**src/rtl/fp_mul_seq.sv**
```systemverilog
// fp_mul_seq - sequential IEEE-754 style floating-point multiplier.
//
// Significands are multiplied with an iterative radix-2 shift-add (one
// multiplier bit per cycle), then normalised and rounded to nearest-even.
// Subnormal inputs are flushed to zero; results that fall below the normal
// range are flushed to zero as well. NaN and Inf x 0 produce a canonical qNaN.
//
// Ports:
//   clk, rst_n            rising-edge clock, asynchronous active-low reset
//   in_valid / in_ready   operand handshake (in_ready high only in IDLE)
//   a, b                  operands {sign, exponent, mantissa}
//   out_valid / out_ready result handshake
//   result                product
//   overflow              finite operands rounded to +/-Inf
//   underflow             non-zero finite operands flushed to +/-0
//   exception             invalid operation, result is canonical qNaN
//   inexact               non-zero bits were discarded
//   dbg_state             current FSM state (IDLE=0, MUL=1, RND=2, DONE=3)
//
// Handshake: a transfer happens on a rising edge where valid & ready are both
// high. Operands are only sampled on that edge. Once out_valid rises, result
// and flags stay frozen until the edge where out_valid & out_ready are high.
module fp_mul_seq #(
  parameter int EXP_W = 8,
  parameter int MAN_W = 23
) (
  input  logic                   clk,
  input  logic                   rst_n,
  input  logic                   in_valid,
  output logic                   in_ready,
  input  logic [EXP_W+MAN_W:0]   a,
  input  logic [EXP_W+MAN_W:0]   b,
  output logic                   out_valid,
  input  logic                   out_ready,
  output logic [EXP_W+MAN_W:0]   result,
  output logic                   overflow,
  output logic                   underflow,
  output logic                   exception,
  output logic                   inexact,
  output logic [1:0]             dbg_state
);

  localparam int W     = 1 + EXP_W + MAN_W;
  localparam int N     = MAN_W + 1;      // significand width incl. hidden bit
  localparam int P     = 2 * N;          // product width
  localparam int CNT_W = $clog2(N);

  localparam logic [EXP_W-1:0]       EXP_ONES = '1;
  localparam logic signed [EXP_W+1:0] E_BIAS  = (EXP_W+2)'((1 << (EXP_W-1)) - 1);
  localparam logic signed [EXP_W+1:0] E_INF   = (EXP_W+2)'((1 << EXP_W) - 1);
  localparam logic signed [EXP_W+1:0] E_ZERO  = '0;
  localparam logic [CNT_W-1:0]       CNT_LAST = CNT_W'(MAN_W);
  localparam logic [W-1:0]           QNAN     = {1'b0, {EXP_W{1'b1}}, 1'b1, {(MAN_W-1){1'b0}}};

  typedef enum logic [1:0] {S_IDLE = 2'd0, S_MUL = 2'd1, S_RND = 2'd2, S_DONE = 2'd3} state_t;

  state_t state_q, state_d;

  // Operand classification (only meaningful in the acceptance cycle)
  logic [EXP_W-1:0] ea_in, eb_in;
  logic             nan_a, nan_b, inf_a, inf_b, zero_a, zero_b;
  logic             sign_in, special_in, invalid_in;
  logic [W-1:0]     spec_result;

  assign ea_in  = a[W-2 -: EXP_W];
  assign eb_in  = b[W-2 -: EXP_W];
  assign nan_a  = (ea_in == EXP_ONES) && (a[MAN_W-1:0] != '0);
  assign nan_b  = (eb_in == EXP_ONES) && (b[MAN_W-1:0] != '0);
  assign inf_a  = (ea_in == EXP_ONES) && (a[MAN_W-1:0] == '0);
  assign inf_b  = (eb_in == EXP_ONES) && (b[MAN_W-1:0] == '0);
  assign zero_a = (ea_in == '0);
  assign zero_b = (eb_in == '0);
  assign sign_in    = a[W-1] ^ b[W-1];
  assign special_in = nan_a | nan_b | inf_a | inf_b | zero_a | zero_b;
  assign invalid_in = nan_a | nan_b | (inf_a & zero_b) | (zero_a & inf_b);

  always_comb begin
    spec_result = {sign_in, {(W-1){1'b0}}};
    if (invalid_in)
      spec_result = QNAN;
    else if (inf_a | inf_b)
      spec_result = {sign_in, EXP_ONES, {MAN_W{1'b0}}};
  end

  // Datapath registers
  logic             sign_q;
  logic [EXP_W-1:0] ea_q, eb_q;
  logic [P-1:0]     mcand_q, acc_q;
  logic [N-1:0]     mplier_q;
  logic [CNT_W-1:0] cnt_q;
  logic [W-1:0]     result_q;
  logic             ovf_q, unf_q, exc_q, inx_q;

  // Normalise + round (evaluated while in RND)
  logic                     norm, guard, sticky, inc, carry;
  logic [MAN_W-1:0]         man_t;
  logic [MAN_W:0]           man_r;
  logic signed [EXP_W+1:0]  e_sum;
  logic [W-1:0]             rnd_result;
  logic                     rnd_ovf, rnd_unf, rnd_inx;

  always_comb begin
    norm = acc_q[P-1];
    if (norm) begin
      man_t  = acc_q[P-2 -: MAN_W];
      guard  = acc_q[MAN_W];
      sticky = |acc_q[MAN_W-1:0];
    end else begin
      man_t  = acc_q[P-3 -: MAN_W];
      guard  = acc_q[MAN_W-1];
      sticky = |acc_q[MAN_W-2:0];
    end
    inc   = guard & (sticky | man_t[0]);
    man_r = {1'b0, man_t} + {{MAN_W{1'b0}}, inc};
    // A carry means the mantissa was all ones; the renormalised mantissa is
    // then zero, which man_r[MAN_W-1:0] already holds.
    carry = man_r[MAN_W];
    e_sum = $signed({2'b00, ea_q}) + $signed({2'b00, eb_q}) - E_BIAS
          + $signed({{(EXP_W+1){1'b0}}, norm}) + $signed({{(EXP_W+1){1'b0}}, carry});

    rnd_result = {sign_q, e_sum[EXP_W-1:0], man_r[MAN_W-1:0]};
    rnd_ovf    = 1'b0;
    rnd_unf    = 1'b0;
    rnd_inx    = guard | sticky;
    if (e_sum >= E_INF) begin
      rnd_result = {sign_q, EXP_ONES, {MAN_W{1'b0}}};
      rnd_ovf    = 1'b1;
      rnd_inx    = 1'b1;
    end else if (e_sum <= E_ZERO) begin
      rnd_result = {sign_q, {(W-1){1'b0}}};
      rnd_unf    = 1'b1;
      rnd_inx    = 1'b1;
    end
  end

  // FSM
  always_ff @(posedge clk or negedge rst_n) begin
    if (!rst_n) state_q <= S_IDLE;
    else        state_q <= state_d;
  end

  always_comb begin
    state_d = state_q;
    case (state_q)
      S_IDLE:  if (in_valid) state_d = special_in ? S_DONE : S_MUL;
      S_MUL:   if (cnt_q == CNT_LAST) state_d = S_RND;
      S_RND:   state_d = S_DONE;
      S_DONE:  if (out_ready) state_d = S_IDLE;
      default: state_d = S_IDLE;
    endcase
  end

  // Datapath
  always_ff @(posedge clk or negedge rst_n) begin
    if (!rst_n) begin
      sign_q   <= 1'b0;
      ea_q     <= '0;
      eb_q     <= '0;
      mcand_q  <= '0;
      mplier_q <= '0;
      acc_q    <= '0;
      cnt_q    <= '0;
      result_q <= '0;
      ovf_q    <= 1'b0;
      unf_q    <= 1'b0;
      exc_q    <= 1'b0;
      inx_q    <= 1'b0;
    end else begin
      case (state_q)
        S_IDLE: begin
          if (in_valid) begin
            sign_q   <= sign_in;
            ea_q     <= ea_in;
            eb_q     <= eb_in;
            mcand_q  <= {{N{1'b0}}, 1'b1, a[MAN_W-1:0]};
            mplier_q <= {1'b1, b[MAN_W-1:0]};
            acc_q    <= '0;
            cnt_q    <= '0;
            if (special_in) begin
              result_q <= spec_result;
              ovf_q    <= 1'b0;
              unf_q    <= 1'b0;
              exc_q    <= invalid_in;
              inx_q    <= 1'b0;
            end
          end
        end
        S_MUL: begin
          acc_q    <= acc_q + (mplier_q[0] ? mcand_q : '0);
          mcand_q  <= mcand_q << 1;
          mplier_q <= mplier_q >> 1;
          cnt_q    <= cnt_q + 1'b1;
        end
        S_RND: begin
          result_q <= rnd_result;
          ovf_q    <= rnd_ovf;
          unf_q    <= rnd_unf;
          exc_q    <= 1'b0;
          inx_q    <= rnd_inx;
        end
        default: ;
      endcase
    end
  end

  assign in_ready  = (state_q == S_IDLE);
  assign out_valid = (state_q == S_DONE);
  assign result    = result_q;
  assign overflow  = ovf_q;
  assign underflow = unf_q;
  assign exception = exc_q;
  assign inexact   = inx_q;
  assign dbg_state = state_q;

endmodule

```
**config.mk**
```make
export PLATFORM = sky130hd
export DESIGN_NAME = fp_mul_seq
export DESIGN_NICKNAME = d
export VERILOG_FILES = /design/src/rtl/fp_mul_seq.sv
export SDC_FILE = /design/constraint.sdc
export NUM_CORES = 1
export LEC_CHECK = 0
export BUFFER_PORTS_ARGS = -buffer_cell sky130_fd_sc_hd__buf_2
export CORE_MARGIN = 4
export CORE_UTILIZATION = 65
export DETAILED_ROUTE_END_ITERATION = 12
export PLACE_DENSITY = 0.86
export REMOVE_ABC_BUFFERS = 1
export SLEW_MARGIN = 25
export SYNTH_ARGS = -nofsm -noshare
export SYNTH_HDL_FRONTEND = slang
export SYNTH_SLANG_ARGS = --single-unit
```
**constraint.sdc**
```tcl
create_clock -name clk -period 7.34 [get_ports clk]
set_input_delay 1.101 -clock clk [delete_from_list [all_inputs] [get_ports clk]]
set_output_delay 1.101 -clock clk [all_outputs]
set_load 0.01 [all_outputs]
```
==> results.md <==
- Req. time, crit path: 7.64 ns
- Max FO, Critical Path: 38
- Path type of the worst min-delay path: flop to flop
- Skew final: between 0.015 and 0.02 ns
- Critical-path top delay cell: sky130_fd_sc_hd__dfrtp_1
- Syn Std Cell Area: 11600 um^2
- Ys async rst share: 100%
- Router iterations before antenna repair: 7
- Port Buf Inserts: 107
- Post-route minimum period: 5.06 ns
- Total routed wirelength: 27400 um
- Clock-pin transition on the worst setup and hold timing paths: 0.06 ns
- Post CTS Setup Buffer Count: 0
- Kind of cell adding the most delay to the critical path: simple AND/OR/NAND/NOR gates
- Transition at the pin with the smallest max-transition slack: 0.930 ns
- CTS sink count: 180
- Initial antenna violation count: 0
- Vias after detailed routing: 9749
- Commonest cells after routing, fill and taps aside: sky130_fd_sc_hd__dfrtp_1 (180), sky130_fd_sc_hd__nand2_1 (158), sky130_fd_sc_hd__o21ai_0 (114)
- Maximum number of pins on one net before global-route repair: 133
- Placer congestion estimate: ~0.94
- Placeable core area: 17400 um^2
- Pwr Total: 4860 uW
- Hold Violations, Final: 0
- Root buf cell: sky130_fd_sc_hd__clkbuf_16
- Number of primary I/O pins: 108
- Chip Width: 142 um
- Clock latency reported for the late side of the worst-skew pair: between 0.4 and 0.5 ns
- Number of levels in the clock H-tree: 4
- Average wire per standard cell: approximately 18 um
- # nets final: 1456
- Leading cell type in the layout, fill and taps excluded: sky130_fd_sc_hd__dfrtp_1
- Slew Limit Fails: 0
- Gate Count Post-Synth: 1253
- Post-synth top flop: sky130_fd_sc_hd__dfrtp_1
- Category of the critical setup timing path: flop to flop
- Clock tree from TritonCTS: yes
- Synth Area per Inst: 9.27 um^2
- Power per standard cell area: 380 nW/um^2
- Run status: finished clean
- Post-synthesis sequential element count: 180
- Final number of setup-violating endpoints: 0
- Fraction of layout cells with a size suffix above 1: 14.4%
- Number of gates resized after CTS: 0
- Max-cap violations: 0
- FP Rows: 48
- Stage delay of the slowest cell on the critical path: a little over 0.6 ns
- Util after Layout: 73.5%
- Unrepaired setup endpoints after global routing: no
- Arrival @ worst endpoint: 5.37 ns
- Hold Slack: 0.483 ns
- Post-detailed-route DRC marker count: 0
- Sequential area share after synthesis: 38.8%
- Critical Path Start Type: flop
- Global-route wire length before repair: 45800 um
- Highest achievable clock rate: 0.198 GHz
- Number of clock buffers inserted by TritonCTS: 17
- Number of antenna-violating nets in the routed design: 0
- Via density per instance: ~6.3
- Critical path capture point type: flop
- Maximum count of clock buffers along a single path: 2
- EDFF count, synth: 0
- Distinct cells, synth: 75
- Tot GR Track Use: 27.6%
- Die ar.: 20100 um^2
- Layout overhead on the synthesized area: 10.3%
- Leak: 0.00590 uW
- Number of global-route vias before repair: 9299
- Die height: 142 um
- Starting DRC count in detailed routing: 710
- VDD IR-drop max: 0.000295 V
- Diode count: 0
- Starting density of the core: 66.7%
- Warnings, synthesis: 0
- Total gr overflow: 0
- Headroom to the max-slew limit: 37.8%
- Count of buffering cells on the critical path with inverters included: 3
- Cell chain of the critical path: buf_4, mux2i_1, nor3b_2, and3_1, and4_1, and3_1, fa_1, inv_1, fa_1, nor2b_1, o21ai_1, nor3b_1, nor2_1, nand2_1, nor4b_1, a41oi_1, nor3b_2, buf_4, a221o_1
- Half-perimeter wire length after placement: 19700 um
- Final worst path period share: around 69%
- Number of buffers inserted for hold repair after clock tree synthesis: 0
-- stage by stage --
stage          cell area, um^2  cells  TNS [ns]  worst slack (ns)
2_1_floorplan            11300   1182    -15.93            -0.288
3_3_place_gp             12200   1523         0              2.56
3_5_place_dp             12200   1523         0              2.36
4_1_cts                  12800   1554         0              2.30
5_1_grt                  12800   1554         0              1.89
6_report                 12800   1554         0              2.28
-- layer usage --
layer  GRT usage (%)  wire [um]  vias up
li1                -          -     4658
met1            39.3      12300     4687
met2            43.8      12700      356
met3            4.62       1870       48
met4            8.48        533        0
met5               0          0        -
-- state kept, by name, indices dropped and copies added, names as in the netlist --
signal / count
mcand_q: 48
exception: 1
overflow: 1
cnt_q: 5
mplier_q: 24
sign_q: 1
eb_q: 8
underflow: 1
ea_q: 8
inexact: 1
acc_q: 48
result: 32
dbg_state: 2
-- cell families (layout without fill, tap and decap cells) --
logic type,Yosys count,in the layout,synth area share [%]
compound gates,363,363,20.4
xor+xnor,81,81,6.11
fa+ha+maj,71,71,7.84
buf+inv,96,172,3.30
flops,180,180,38.8
mux,74,74,6.61
simple gates,388,388,17.0
-- report_power, final --
| group | total [uW] | switching (uW) | internal (uW) |
|---|---|---|---|
| combinational | 2350 | 1420 | 935 |
| clock | 881 | 397 | 485 |
| sequential | 1630 | 285 | 1350 |
| total | 4860 | 2100 | 2770 |
-- path summary, 6_finish.rpt --
check	startpoint	end	slack (ns)	cells past startpoint
max	acc_q[47]$_DFFE_PN0P_	result[22]$_DFFE_PN0P_	2.28	19
min	result[24]$_DFFE_PN0P_	result[24]$_DFFE_PN0P_	0.48	1
max reg2reg	acc_q[47]$_DFFE_PN0P_	result[22]$_DFFE_PN0P_	2.28	19
min reg2reg	result[24]$_DFFE_PN0P_	result[24]$_DFFE_PN0P_	0.48	1
max in group asynchronous	rst_n	mcand_q[41]$_DFFE_PN0P_	5.19	2
min in group asynchronous	rst_n	mcand_q[2]$_DFFE_PN0P_	0.71	1
-- synthesized netlist by cell type (all sizes together), types with 2 or more instances --
| cell | count | area (um^2) |
|---|---|---|
| a22o | 52 | 455 |
| nor3b | 9 | 93.9 |
| o32ai | 2 | 17.5 |
| a21boi | 11 | 82.6 |
| dfrtp | 180 | 4500 |
| o2111ai | 3 | 26.3 |
| nand3 | 24 | 133 |
| a211o | 3 | 26.3 |
| o21a | 8 | 60.1 |
| nand2 | 158 | 593 |
| a41oi | 2 | 25.0 |
| mux2 | 19 | 218 |
| xor2 | 38 | 333 |
| ha | 68 | 851 |
| nand4b | 2 | 17.5 |
| a211oi | 7 | 70.1 |
| a21o | 20 | 150 |
| buf | 12 | 67.6 |
| xnor2 | 43 | 377 |
| clkbuf | 59 | 221 |
| mux2i | 55 | 551 |
| o22ai | 4 | 25.0 |
| a31oi | 4 | 25.0 |
| and3 | 13 | 81.3 |
| and2 | 54 | 340 |
| nor2b | 14 | 87.6 |
| o21bai | 4 | 30.0 |
| or3 | 2 | 12.5 |
| nor4b | 3 | 32.5 |
| a21oi | 74 | 378 |
| o21ai | 138 | 694 |
| nand2b | 7 | 43.8 |
| nor4 | 22 | 138 |
| nor3 | 8 | 40.0 |
| nor2 | 44 | 168 |
| a221o | 9 | 90.1 |
| and4 | 3 | 26.3 |
| o211ai | 5 | 37.5 |
| fa | 3 | 60.1 |
| inv | 25 | 93.8 |
| a31o | 5 | 43.8 |
| nand4 | 21 | 131 |
-- final cells by class --
| type | count | area (um^2) |
|---|---|---|
| clock buffers | 20 | 457 |
| clock inverters | 11 | 101 |
| fillers | 1295 | 4610 |
| inverters | 25 | 93.8 |
| multi-input cells | 977 | 6740 |
| flip-flops and latches | 180 | 4500 |
| well taps | 225 | 282 |
| repair buffers | 116 | 624 |
Power figures use the tool's default switching activity.
